<file path="config.mk">
export PLATFORM = sky130hd
export DESIGN_NAME = charge_fire_scanner
export DESIGN_NICKNAME = d
export VERILOG_FILES = /design/src/rtl/snn_pkg.sv /design/src/rtl/lane_priority_enc.sv /design/src/rtl/charge_fire_scanner.sv
export SDC_FILE = /design/constraint.sdc
export NUM_CORES = 1
export LEC_CHECK = 0
export CORE_UTILIZATION = 38
export CTS_BUF_LIST = sky130_fd_sc_hd__clkbuf_16
export CTS_CLUSTER_DIAMETER = 150
export CTS_CLUSTER_SIZE = 8
export DETAILED_ROUTE_END_ITERATION = 10
export GPL_TIMING_DRIVEN = 0
export PLACE_DENSITY = 0.66
export SKIP_LAST_GASP = 1
export SYNTH_ARGS = -nofsm -noshare
export SYNTH_HDL_FRONTEND = slang
export SYNTH_SLANG_ARGS = --single-unit
</file>
<file path="constraint.sdc">
create_clock -name CLK -period 2.8 [get_ports CLK]
set_input_delay 0.28 -clock CLK [delete_from_list [all_inputs] [get_ports CLK]]
set_output_delay 0.28 -clock CLK [all_outputs]
set_load 0.02 [all_outputs]
</file>
<file path="src/rtl/snn_pkg.sv">
// Shared constants and types for the spiking-neuron datapath.
// Used by the charge scanner and its lane priority encoder.
package snn_pkg;

  localparam int N_NEURONS   = 256;
  localparam int LANES       = 4;
  localparam int CHARGE_W    = 8;
  localparam int WORD_ADDR_W = 6;

  typedef logic signed [CHARGE_W-1:0] charge_t;
  typedef logic [7:0] neuron_addr_t;

  typedef enum logic [1:0] {
    IDLE,
    SCAN,
    EMIT,
    DONE
  } scan_state_e;

endpackage

</file>
<file path="src/rtl/lane_priority_enc.sv">
// Lowest-set-bit encoder over a lane mask.
// Ports: mask_i lane mask; idx_o lowest set lane; any_o mask nonzero.
module lane_priority_enc #(
  parameter int LANES = 4,
  parameter int IDX_W = $clog2(LANES)
) (
  input  logic [LANES-1:0] mask_i,
  output logic [IDX_W-1:0] idx_o,
  output logic             any_o
);

  always_comb begin
    idx_o = '0;
    any_o = |mask_i;
    // scan downward so the lowest set lane is written last
    for (int i = LANES - 1; i >= 0; i--) begin
      if (mask_i[i]) idx_o = IDX_W'(i);
    end
  end

endmodule

</file>
<file path="src/rtl/charge_fire_scanner.sv">
// Walks the charge array, thresholds each lane and streams spikes.
// Ports: CLK/RSTN, start_i/threshold_i, count_o/synapse_charge_i read port,
// spike_valid_o/spike_ready_i/spike_addr_o stream, busy_o, done_o, fire_cnt_o.
module charge_fire_scanner
  import snn_pkg::*;
#(
  parameter int N        = N_NEURONS,
  parameter int LANES    = snn_pkg::LANES,
  parameter int CHARGE_W = snn_pkg::CHARGE_W,
  parameter int ADDR_W   = WORD_ADDR_W
) (
  input  logic                      CLK,
  input  logic                      RSTN,
  input  logic                      start_i,
  input  charge_t                   threshold_i,
  output logic [ADDR_W-1:0]         count_o,
  input  logic [LANES*CHARGE_W-1:0] synapse_charge_i,
  output logic                      spike_valid_o,
  input  logic                      spike_ready_i,
  output neuron_addr_t              spike_addr_o,
  output logic                      busy_o,
  output logic                      done_o,
  output logic [8:0]                fire_cnt_o
);

  localparam int IDX_W = $clog2(LANES);
  localparam int CNT_W = 9;
  localparam logic [ADDR_W-1:0] LAST_WORD = ADDR_W'(N / LANES - 1);

  scan_state_e        state_q, state_d;
  logic [ADDR_W-1:0]  count_q, count_d;
  charge_t            thr_q, thr_d;
  logic [LANES-1:0]   pend_q, pend_d;
  logic [CNT_W-1:0]   fire_q, fire_d;

  logic [LANES-1:0]   hit;
  logic [LANES-1:0]   rest;
  logic [IDX_W-1:0]   pend_idx;
  logic               pend_any;
  logic               last_word;

  lane_priority_enc #(
    .LANES (LANES),
    .IDX_W (IDX_W)
  ) u_enc (
    .mask_i (pend_q),
    .idx_o  (pend_idx),
    .any_o  (pend_any)
  );

  always_comb begin
    hit = '0;
    for (int k = 0; k < LANES; k++) begin
      hit[k] = $signed(synapse_charge_i[k*CHARGE_W +: CHARGE_W])
               >= $signed(thr_q);
    end
  end

  // pending mask once the currently presented lane is accepted
  assign rest      = pend_q & ~(LANES'(1) << pend_idx);
  assign last_word = (count_q == LAST_WORD);

  always_comb begin
    state_d = state_q;
    count_d = count_q;
    thr_d   = thr_q;
    pend_d  = pend_q;
    fire_d  = fire_q;
    unique case (state_q)
      IDLE: begin
        count_d = '0;
        if (start_i) begin
          thr_d   = threshold_i;
          fire_d  = '0;
          state_d = SCAN;
        end
      end
      SCAN: begin
        pend_d = hit;
        if (hit != '0) begin
          state_d = EMIT;
        end else if (last_word) begin
          state_d = DONE;
          count_d = '0;
        end else begin
          count_d = count_q + ADDR_W'(1);
        end
      end
      EMIT: begin
        if (spike_ready_i) begin
          pend_d = rest;
          fire_d = fire_q + CNT_W'(1);
          if (rest == '0) begin
            if (last_word) begin
              state_d = DONE;
              count_d = '0;
            end else begin
              state_d = SCAN;
              count_d = count_q + ADDR_W'(1);
            end
          end
        end
      end
      DONE: begin
        state_d = IDLE;
        count_d = '0;
      end
      default: state_d = IDLE;
    endcase
  end

  always_ff @(posedge CLK) begin
    if (!RSTN) begin
      state_q <= IDLE;
      count_q <= '0;
      thr_q   <= '0;
      pend_q  <= '0;
      fire_q  <= '0;
    end else begin
      state_q <= state_d;
      count_q <= count_d;
      thr_q   <= thr_d;
      pend_q  <= pend_d;
      fire_q  <= fire_d;
    end
  end

  assign count_o       = count_q;
  assign spike_valid_o = (state_q == EMIT) && pend_any;
  assign spike_addr_o  = {count_q, pend_idx};
  assign busy_o        = (state_q == SCAN) || (state_q == EMIT);
  assign done_o        = (state_q == DONE);
  assign fire_cnt_o    = fire_q;

endmodule

</file>
==> impl_metrics.csv <==
group,metric,value,unit
yosys,avgSynthCellArea,8.406,um^2
floorplanning,die_x,81.26,um
clocking,tritoncts,"yes",
global_route,gr-total-overflow,0,
setup_path,required,2.52,ns
yosys,yosys_register_bits,29,
setup_path,cp_num_buf_inv,3,
setup_path,worst-setup-path-type,"register to output port",
finish,layout.nets,442,
setup_path,cpPeakStageDelay,0.60,ns
timing,hold_viol,0,
clocking,cts_setup_buffers,0,
status,status,"finished clean",
setup_path,critPathSlowestCell,"clkdlybuf4s50_1",
yosys,yosys_warnings,0,
yosys,synth-main-ff-cell,"dfxtp_1",
placement,dp_hpwl,4533,um
clocking,cts_root_buf,"clkbuf_16",
setup_path,endpoint_kind,"output port",
route,routed_wl,5683,um
setup_path,critical_path.max_fanout,10,
yosys,async_flop_share,0,%
finish,layout-drive-gt1-share,7.242,%
yosys,syn_nets,367,
clocking,cts_buffers,5,
floorplanning,rows,28,
power,finalPower,2.149,mW
route,post_drt_wl_per_cell,13.09,um
global_route,grt_start_max_net_pins,11,
finish,antenna_cells,0,
timing,layout_worst_path_cycle_share,86.73,%
finish,fin_util,54.99,%
hold_path,min_path_type,"primary input to register",
floorplanning,io_pins,70,
hold_path,holdPathStages,3,
timing,post-route-min-period,2.428,ns
timing,fin_tns_setup,0,ns
setup_path,start_kind,"register",
timing,slew_headroom,58.66,%
clocking,clock_sinks,29,
global_route,antenna_found_initial,0,
floorplanning,die_h,81.26,um
placement,place_ws,0.1081,ns
power,p_leak,1.334,nW
route,viasPerCell,5.173,
clocking,insertion_delay,0.27,ns
finish,syn2layout_area_growth,38.00,%
clocking,cts_resized,0,
setup_path,reg2reg_from,"thr_q[5]",
clocking,cts.htree.levels,2,
timing,rsz0062_at_grt,"no",
setup_path,crit_path_start,"state_q[0]",
route,ant_nets,0,
finish,final_cell_mix,"clkdlybuf4s50_1, ha_1, dfxtp_1, nand2_1, nor2_1",
setup_path,path_delay_family,"buffers and inverters",
yosys,synthDistinctLibCells,51,
route,drc_errors,0,
timing,setup_viol,0,
power,power-per-cell-area,652.5,nW/um^2
setup_path,r2r-end,"state_q[0]",
route,vias,2245,
flow_run,drv_cap,0,
finish,final_cells,434,
clocking,clock_path_buffers,2,
floorplanning,start_util,39.85,%
yosys,synth_edf_count,0,
global_route,track_usage,18.70,%
yosys,synth_seq_area_share,24.32,%
setup_path,ff2ff_setup_slack,0.43,ns
hold_path,hp-start,"RSTN",
global_route,grt_pass1_wl,9404,um
yosys,syn_inst,284,
setup_path,r2r_cells,9,
global_route,grt_pass1_vias,2029,
yosys,syn-cell-area,2387,um^2
hold_path,min_to,"count_o[2]",
clocking,cts_hold_buf,0,
finish,final_common_cell,"clkdlybuf4s50_1",
placement,port_buffers,68,
setup_path,cp.arrival,2.15,ns
floorplanning,dieArea,6603,um^2
timing,drv_slew,0,
route,dr.pass1.iters,5,
timing,fmax,0.4118,GHz
clocking,clk_pin_slew,0.05,ns
placement,finalWeightedCongestion,0.8349,
timing,worst_slack,0.3716,ns
floorplanning,coreArea,5991,um^2
timing,skew,0.004237,ns
setup_path,path_cells,"inv_1 > ha_1 > clkbuf_1 > o21a_1 > clkdlybuf4s50_1",
power,peakVddDrop,0.3414,mV
route,drtIter0Drc,90,
timing,tightest_slew,0.6159,ns
placement,numPlacedInstances,427,
[layer usage]
metal | wire [um] | vias to the layer above | GRT usage [%]
li1 | - | 1158 | -
met1 | 2720 | 1027 | 24.60
met2 | 2675 | 56 | 30.25
met3 | 242 | 4 | 3.820
met4 | 43 | 0 | 5.893
met5 | 0 | - | 0
[cells in the mapped netlist, types with 6 or more instances]
cell type	number	area share [%]
a21boi_0	9	2.8
nand4_1	6	1.6
buf_4	6	1.9
nand3_1	15	3.1
dfxtp_1	29	24
ha_1	39	20
o21ai_0	12	2.5
inv_1	19	3.0
nor2_1	24	3.8
nor2b_1	9	2.4
a21oi_1	9	1.9
xor2_1	6	2.2
nand2_1	28	4.4
[tightest hold or removal path: cells and delay by family]
| family | cells | cell delay, ns |
|---|---|---|
| and+or+nand+nor | 1 | 0.06 |
| buffers and inverters | 1 | 0.13 |
| AOI/OAI and AO/OA | 1 | 0.06 |
[sequential cells by signal, indices dropped and copies added, names as in the netlist]
name	flops
fire_cnt_o	9
thr_q	8
count_o	6
pend_q	4
state_q	2
[how the worst max path moves through the flow]
stage | slack (ns) | cells past startpoint | to
2_1_floorplan | 0.62 | 9 | state_q[0]
3_3_place_gp | 0.16 | 9 | state_q[0]
3_5_place_dp | 0.11 | 9 | state_q[0]
4_1_cts | 0.37 | 5 | spike_valid_o
5_1_grt | 0.23 | 5 | spike_valid_o
6_report | 0.37 | 5 | spike_valid_o
[kinds of logic (layout without fill, tap and decap cells)]
group,after synthesis,in the layout,share of synthesized area (%)
and+or+nand+nor,107,107,22.22
DFF,29,29,24.32
buffers and inverters,33,108,7.337
adders and majority gates,40,40,20.86
muxes,3,3,1.258
AOI/OAI and AO/OA,65,65,21.44
xor gates and xnor gates,7,7,2.568
[area by class of cell]
type / instances / area, um^2
Timing Repair Buffer: 68 / 680.7
Clock buffer: 5 / 125.1
Clock inverter: 2 / 7.507
Buffer: 14 / 103.9
Inverter: 19 / 71.32
Tap cell: 75 / 93.84
Sequential cell: 29 / 580.6
Multi-Input combinational cell: 222 / 1632
Fill cell: 593 / 2696
[stage by stage]
| step | area (um^2) | hold slack, ns |
|---|---|---|
| finish | 3294 | 0.3149 |
| global route | 3294 | 0.3238 |
| global placement | 3162 | 0.4521 |
| detailed placement | 3162 | 0.4599 |
| floorplan | 2387 | 0.4360 |
| CTS | 3294 | 0.3139 |
[where the power goes]
group | total, mW | switching [mW] | internal (mW)
clock network | 0.483 | 0.167 | 0.316
registers | 0.556 | 0.0755 | 0.480
logic | 1.11 | 0.596 | 0.515
total | 2.15 | 0.839 | 1.31
(Power assumes the default switching activity.)
